<file path="config.mk">
export PLATFORM = sky130hd
export DESIGN_NAME = zap_shift_operand_seq
export DESIGN_NICKNAME = d
export VERILOG_FILES = /design/src/rtl/zap_shift_operand_seq.sv
export SDC_FILE = /design/constraint.sdc
export NUM_CORES = 1
export LEC_CHECK = 0
export BUFFER_PORTS_ARGS = -buffer_cell sky130_fd_sc_hd__buf_2
export CORE_MARGIN = 5
export CORE_UTILIZATION = 41
export DETAILED_ROUTE_END_ITERATION = 10
export PLACE_DENSITY_LB_ADDON = 0.1
export SLEW_MARGIN = 20
export SYNTH_ARGS = -nofsm -noshare
export SYNTH_HDL_FRONTEND = slang
export SYNTH_SLANG_ARGS = --single-unit
</file>
<file path="constraint.sdc">
create_clock -name i_clk -period 2.1 [get_ports i_clk]
set_clock_uncertainty 0.05 [all_clocks]
set_input_delay 0.21 -clock i_clk [delete_from_list [all_inputs] [get_ports i_clk]]
set_output_delay 0.21 -clock i_clk [all_outputs]
set_load 0.02 [all_outputs]
</file>
<file path="src/rtl/zap_shift_operand_seq.sv">
// zap_shift_operand_seq
// Resolves the shifter operand set (source, amount, carry, shift type) for a
// data-processing instruction. Immediate amounts are resolved on accept;
// register amounts are taken from Rs[7:0] once Rs data is valid.
// Optional build macro: ZAP_SHIFT_RS_FWD_EN -- when defined, a register shift
// whose Rs data is already valid on the accept cycle skips the Rs wait state.
//
// state   | meaning
// IDLE    | no operand held, ready for a request
// WAIT_RS | register shift accepted, waiting for Rs data
// OUT     | operand set presented to the shifter, held until i_ready
module zap_shift_operand_seq #(
  parameter int SHIFT_OPS = 5
) (
  input  logic                         i_clk,
  input  logic                         i_reset_n,
  input  logic                         i_clear,
  input  logic                         i_valid,
  output logic                         o_ready,
  input  logic [31:0]                  i_source,
  input  logic                         i_carry,
  input  logic [$clog2(SHIFT_OPS)-1:0] i_shift_type,
  input  logic                         i_amt_is_reg,
  input  logic [4:0]                   i_imm_amount,
  input  logic                         i_rs_valid,
  input  logic [31:0]                  i_rs_data,
  output logic                         o_valid,
  input  logic                         i_ready,
  output logic [31:0]                  o_source,
  output logic [7:0]                   o_amount,
  output logic                         o_carry,
  output logic [$clog2(SHIFT_OPS)-1:0] o_shift_type
);

  localparam int TW = $clog2(SHIFT_OPS);

  // Architectural types occupy the low encodings; RORI/RRC are the
  // shifter-only encodings produced by immediate ROR resolution.
  localparam logic [TW-1:0] LSL  = TW'(0);
  localparam logic [TW-1:0] LSR  = TW'(1);
  localparam logic [TW-1:0] ASR  = TW'(2);
  localparam logic [TW-1:0] ROR  = TW'(3);
  localparam logic [TW-1:0] RORI = TW'(4);
  localparam logic [TW-1:0] RRC  = TW'(5);

  typedef enum logic [1:0] {
    S_IDLE    = 2'd0,
    S_WAIT_RS = 2'd1,
    S_OUT     = 2'd2
  } state_t;

  state_t           r_state;
  logic             r_valid;
  logic [31:0]      r_source;
  logic [7:0]       r_amount;
  logic             r_carry;
  logic [TW-1:0]    r_shift_type;

  logic             w_ready;
  logic             w_accept;
  logic             w_fwd;
  logic [TW-1:0]    w_imm_type;
  logic [7:0]       w_imm_amount;
  logic [TW-1:0]    w_reg_type;
  logic             w_unused;

  assign w_ready  = (r_state == S_IDLE) | ((r_state == S_OUT) & i_ready);
  assign w_accept = i_valid & w_ready;
  assign o_ready  = w_ready;

  // Register shifts carry the architectural type straight through.
  assign w_reg_type = TW'({1'b0, i_shift_type[1:0]});

  // Only the low byte of Rs is a shift amount.
  assign w_unused = ^i_rs_data[31:8];

`ifdef ZAP_SHIFT_RS_FWD_EN
  assign w_fwd = i_rs_valid;
`else
  assign w_fwd = 1'b0;
`endif

  // Immediate amount remapping: #0 means 32 for LSR/ASR and RRX for ROR.
  always_comb begin
    w_imm_type   = i_shift_type;
    w_imm_amount = {3'b000, i_imm_amount};
    case (i_shift_type)
      LSR, ASR: begin
        if (i_imm_amount == 5'd0) w_imm_amount = 8'd32;
      end
      ROR: begin
        if (i_imm_amount == 5'd0) w_imm_type = RRC;
        else                      w_imm_type = RORI;
      end
      default: ;
    endcase
  end

  // Sequencer FSM with registered operand outputs.
  always_ff @(posedge i_clk or negedge i_reset_n) begin
    if (!i_reset_n) begin
      r_state      <= S_IDLE;
      r_valid      <= 1'b0;
      r_source     <= 32'd0;
      r_amount     <= 8'd0;
      r_carry      <= 1'b0;
      r_shift_type <= '0;
    end else if (i_clear) begin
      r_state <= S_IDLE;
      r_valid <= 1'b0;
    end else begin
      case (r_state)
        S_IDLE, S_OUT: begin
          if (w_accept) begin
            r_source <= i_source;
            r_carry  <= i_carry;
            if (!i_amt_is_reg) begin
              r_shift_type <= w_imm_type;
              r_amount     <= w_imm_amount;
              r_state      <= S_OUT;
              r_valid      <= 1'b1;
            end else if (w_fwd) begin
              r_shift_type <= w_reg_type;
              r_amount     <= i_rs_data[7:0];
              r_state      <= S_OUT;
              r_valid      <= 1'b1;
            end else begin
              r_shift_type <= w_reg_type;
              r_state      <= S_WAIT_RS;
              r_valid      <= 1'b0;
            end
          end else if ((r_state == S_OUT) && i_ready) begin
            r_state <= S_IDLE;
            r_valid <= 1'b0;
          end
        end
        S_WAIT_RS: begin
          if (i_rs_valid) begin
            r_amount <= i_rs_data[7:0];
            r_state  <= S_OUT;
            r_valid  <= 1'b1;
          end
        end
        default: begin
          r_state <= S_IDLE;
          r_valid <= 1'b0;
        end
      endcase
    end
  end

  assign o_valid      = r_valid;
  assign o_source     = r_source;
  assign o_amount     = r_amount;
  assign o_carry      = r_carry;
  assign o_shift_type = r_shift_type;

endmodule

</file>
# Word-level counts from Yosys, hierarchy flattened
# Cells that the tools add are included.
# Widths: inputs -> output; s select.
word_totals:
  regBits: 47
  in_bits: 80
  output_inout_bits: 46
  wordCells: 50
op_classes:
  eq_ne: 10
  n_mux: 21
  bitwise_logic: 4
  n_reduce_logical: 9
ops:
  columns: ["operator", "count"]
  rows:
  - ["$mux 8", 4]
  - ["$pmux 8 s2", 1]
  - ["$mux 2", 5]
  - ["$eq 3x2->1 const B", 2]
  - ["$mux 1", 6]
  - ["$mux 3", 2]
  - ["$mux 6", 1]
  - ["$ne 2x2->1 const B", 3]
  - ["$logic_not 5->1", 1]
  - ["$reduce_and 5->1", 1]
  - ["$ne 4x4->1 const B", 1]
  - ["$pmux 2 s2", 1]
  - ["$reduce_or 2->1", 2]
  - ["$eq 3x1->1 const B", 1]
  - ["$ne 3x3->1 const B", 1]
  - ["$reduce_and 3->1", 1]
  - ["$and 1x1->1", 2]
  - ["$eq 2x1->1 const B", 1]
  - ["$eq 2x2->1 const B", 1]
  - ["$logic_not 2->1", 1]
  - ["$pmux 1 s2", 1]
  - ["$reduce_and 2->1", 1]
  - ["$reduce_bool 2->1", 1]
  - ["$logic_and 1x1->1", 1]
  - ["2 further kinds", 2]

# Longest topological paths before layout
logic_depth:
  word_depth: 7
  ltp_mapped: 6
  depth_no_buf: 4

# Least setup slack after synthesis
# No wires, ideal clock.
synth_timing:
  path_kind: "reg2reg"
  start: "register r_state[1]"
  end: "register r_source[11] (netlist: o_source[11])"
  setup_ns: 0.127
  arrival_ns: 1.494
  setup_slack_ns: 0.429
  path_stages_with_launch: 6
  n_path_buf: 2
  synth_period_minus_slack_ns: 1.671
  path_cell_list: "dfrtp_1 -> and2b_4 -> nor3_2 -> buf_6 -> buf_6 -> mux2_1"
synth_via:
  elab_chain_len: 5
synth_lines:
  columns: ["element", "line_no", "rtl"]
  rows:
  - ["from (decl)", "52", "state_t r_state;"]
  - ["from (signal assigned)", "102", "r_state <= S_IDLE;"]
  - ["from (signal assigned)", "109", "r_state <= S_IDLE;"]
  - ["from (signal assigned)", "120", "r_state <= S_OUT;"]
  - ["$eq 2x2->1", "67, 112", null]
  - ["$and 1x1->1", "67", "assign w_ready = (r_state == S_IDLE) | ((r_state == S_OUT) & i_ready);"]
  - ["$or 1x1->1", "67", null]
  - ["$and 1x1->1", "68", "assign w_accept = i_valid & w_ready;"]
  - ["$reduce_and 3->1 (no line) (*)", null, null]
  - ["to (signal assigned)", "115", "r_source <= i_source;"]
  - ["to (decl)", "54", "logic [31:0] r_source;"]
# Every way passes the cells marked *; elsewhere a longest branch is shown, timed or not.
# A chain may end at the register's enable or synchronous reset.

# Worst setup path after layout
layout_timing:
  start: "register r_state[1]"
  end: "register r_source[27] (netlist: o_source[27])"
# Same word-level chain as after synthesis.

==> metrics <==
1st-iter DRT viols=32; Worst-path clk slew=0.08 ns; GRT Total Usage=15.12%; Multi-input gate area=693.2 µm²; Leak Pwr=1.273 nW; hold violation total from the final report=0; RSZ-0062 raised after global routing=no; Setup CP Type=reg2reg; vias per inst=4.940; #FFs+latches synth=46; fmax=0.6070 GHz; vias=1482; row count=24; gr ovfl total=0; yosys warns=0; residual DRC count=0; Max-slew headroom=61.56%; routability congestion estimate=0.7200; I/O pins=126; synthesized area=1912 µm²; CTS Root Cell=clkbuf_8; most numerous cell in the Yosys netlist=dfrtp_1; fin util=58.25%; Worst-Margin Slew=0.5766 ns; area share of the largest cell type after synthesis=60.21%; critical path peak fanout=38; Detailed Place HPWL=3354 µm; Total Routed Length=4257 µm; clock sink count=46; Seq/Total Area, Yosys=60.21%; peak supply drop=382.6 µV; PD cells=929.0 nW/µm²; PortBufs=101; CTS Buffer Depth=2; max-cap viol count=0; largest net degree at the start of global routing=39; DRT antenna net count=0; Fillers=402; Initial Utilization=43.02%; CTS tree=built; Period minus WS final=1.647 ns; first-pass GRT wire length=7341 µm; drt pass-1 iters=4; postcts setup bufs=0; Post-synth EDFFs=0; Num CTS Buffers=5; Layout Nets=327; WL/cell=14.19 µm; Ant. Diodes=0; Slew Viols, Final=0; H-tree depth=2; total core area=4444 µm²; final setup fails=0; Clock Latency Late Sink=0.29 ns; initial antenna violation count=0; startpoint types=register; Cells after Synth=139; Die ar.=6129 µm²; CP endpoint kind=register; leading area contributor after synthesis=dfrtp_1; status=finished clean; Unique masters post-synth=27; total negative slack=0 ns; FF+latch area=1151 µm²; synthesis-to-layout area growth=35.41%; WP data arrival=1.77 ns; Post-Synthesis Net Count=219; async set-or-reset flop fraction in the synthesized netlist=100.0%; largest cells by area after synthesis=dfrtp_1, mux2_2, mux2_1, mux2i_1, a21oi_1; CTS-repair resized insts=0; post-synthesis area per instance=13.75 µm²; ys flop type=dfrtp_1; Hold Path Class=in2reg; die height=78.29 µm; cell types with the highest counts after synthesis=dfrtp_1, mux2_2, mux2_1, a21oi_1, nand2_1; layout cell share with drive strength beyond 1=54.44%; Die W=78.29 µm; critical path required time=2.23 ns; period utilization=78.45%; vias in the first global route=1580
==> kinds of logic (layout without fill, tap and decap cells) <==
logic type	Yosys count	count (layout)	share of synthesized area, %
XOR/XNOR	1	1	0.4582
AND/OR/NAND/NOR	21	21	5.498
flip-flops	46	46	60.21
buffers and inverters	11	120	3.861
multiplexers	39	39	22.64
AO/OA/AOI/OAI	21	21	7.331
==> worst max-delay path, cell delays in order, from the launching register on <==
cell,delay (ns)
dfrtp_1,0.45
and2b_4,0.22
nor3_4,0.19
buf_12,0.23
mux2_2,0.37
==> state kept, by name (all words and copies together), names as in the netlist <==
name          cells
o_source         32
o_amount          8
o_shift_type      3
r_state           2
o_carry           1
==> cell type report <==
type                    count  share of cell area, %
clock buffers               7                  3.335
clock inverters             1                 0.1933
inverters                   4                 0.5800
multi-input cells          82                  26.78
flip-flops and latches     46                  44.47
well taps                  52                  2.513
repair buffers            108                  22.14
==> repair_timing <==
item                                   in CTS  in global routing
hold buffers                                1                  0
endpoints found under the hold margin      18                  0
setup endpoints to repair                   0                  0
==> power by group <==
part	switching, W	internal [W]
registers	0.0000797	0.00106
clock network	0.000279	0.000266
logic	0.000426	0.000297
==> routing by layer <==
| metal | GRT usage, % | up-vias | share of wire [%] | wire length (µm) |
|---|---|---|---|---|
| li1 | - | 708 | - | - |
| met1 | 17.78 | 701 | 42 | 1808 |
| met2 | 26.11 | 67 | 48 | 2041 |
| met3 | 5.492 | 6 | 8.6 | 368 |
| met4 | 4.196 | 0 | 0.92 | 39 |
| met5 | 0 | - | 0 | 0 |
==> placed cells by master, fill, tap and decap left out, drive strengths merged <==
master	synthesis	layout
o32ai	1	1
buf	7	107
a41oi	1	1
nor2b	1	1
clkbuf	0	7
xnor2	1	1
a31oi	5	5
mux2i	5	5
nand2	7	7
a22o	2	2
nor4	1	1
o211ai	1	1
inv	4	4
nand3	1	1
clkinv	0	1
nand2b	1	1
o21ai	2	2
a21oi	8	8
nor2	6	6
mux2	34	34
and2b	1	1
dfrtp	46	46
or4	1	1
dlygate4sd3	0	1
a32oi	1	1
nor3	2	2
==> stage by stage <==
stage                     cells  setup slack [ns]  total power [W]  area, µm²  hold WS (ns)
after global placement      291            0.4823         0.001876       2487        0.1294
after CTS                   300            0.4428         0.002445       2589       0.07022
final                       300            0.4526         0.002405       2589       0.07791
after detailed placement    291            0.4573         0.001892       2487        0.1350
after global routing        300            0.3263         0.002564       2589       0.06262
after floorplan             139            0.4288         0.001587       1912       -0.1356
==> final timing paths <==
path | startpoint | endpoint | slack (ns) | cells past startpoint
setup / recovery | r_state[1]$_DFFE_PN0P_ | o_source[27]$_DFFE_PN0P_ | 0.45 | 4
hold / removal | i_source[21] | o_source[21]$_DFFE_PN0P_ | 0.08 | 2
setup reg to reg | r_state[1]$_DFFE_PN0P_ | o_source[27]$_DFFE_PN0P_ | 0.45 | 4
hold reg to reg | o_source[13]$_DFFE_PN0P_ | o_source[13]$_DFFE_PN0P_ | 0.43 | 1
max in group asynchronous | i_reset_n | o_source[16]$_DFFE_PN0P_ | 1.11 | 3
min in group asynchronous | i_reset_n | o_source[8]$_DFFE_PN0P_ | 0.34 | 2
Note: power is estimated with default switching activity, not from simulation.
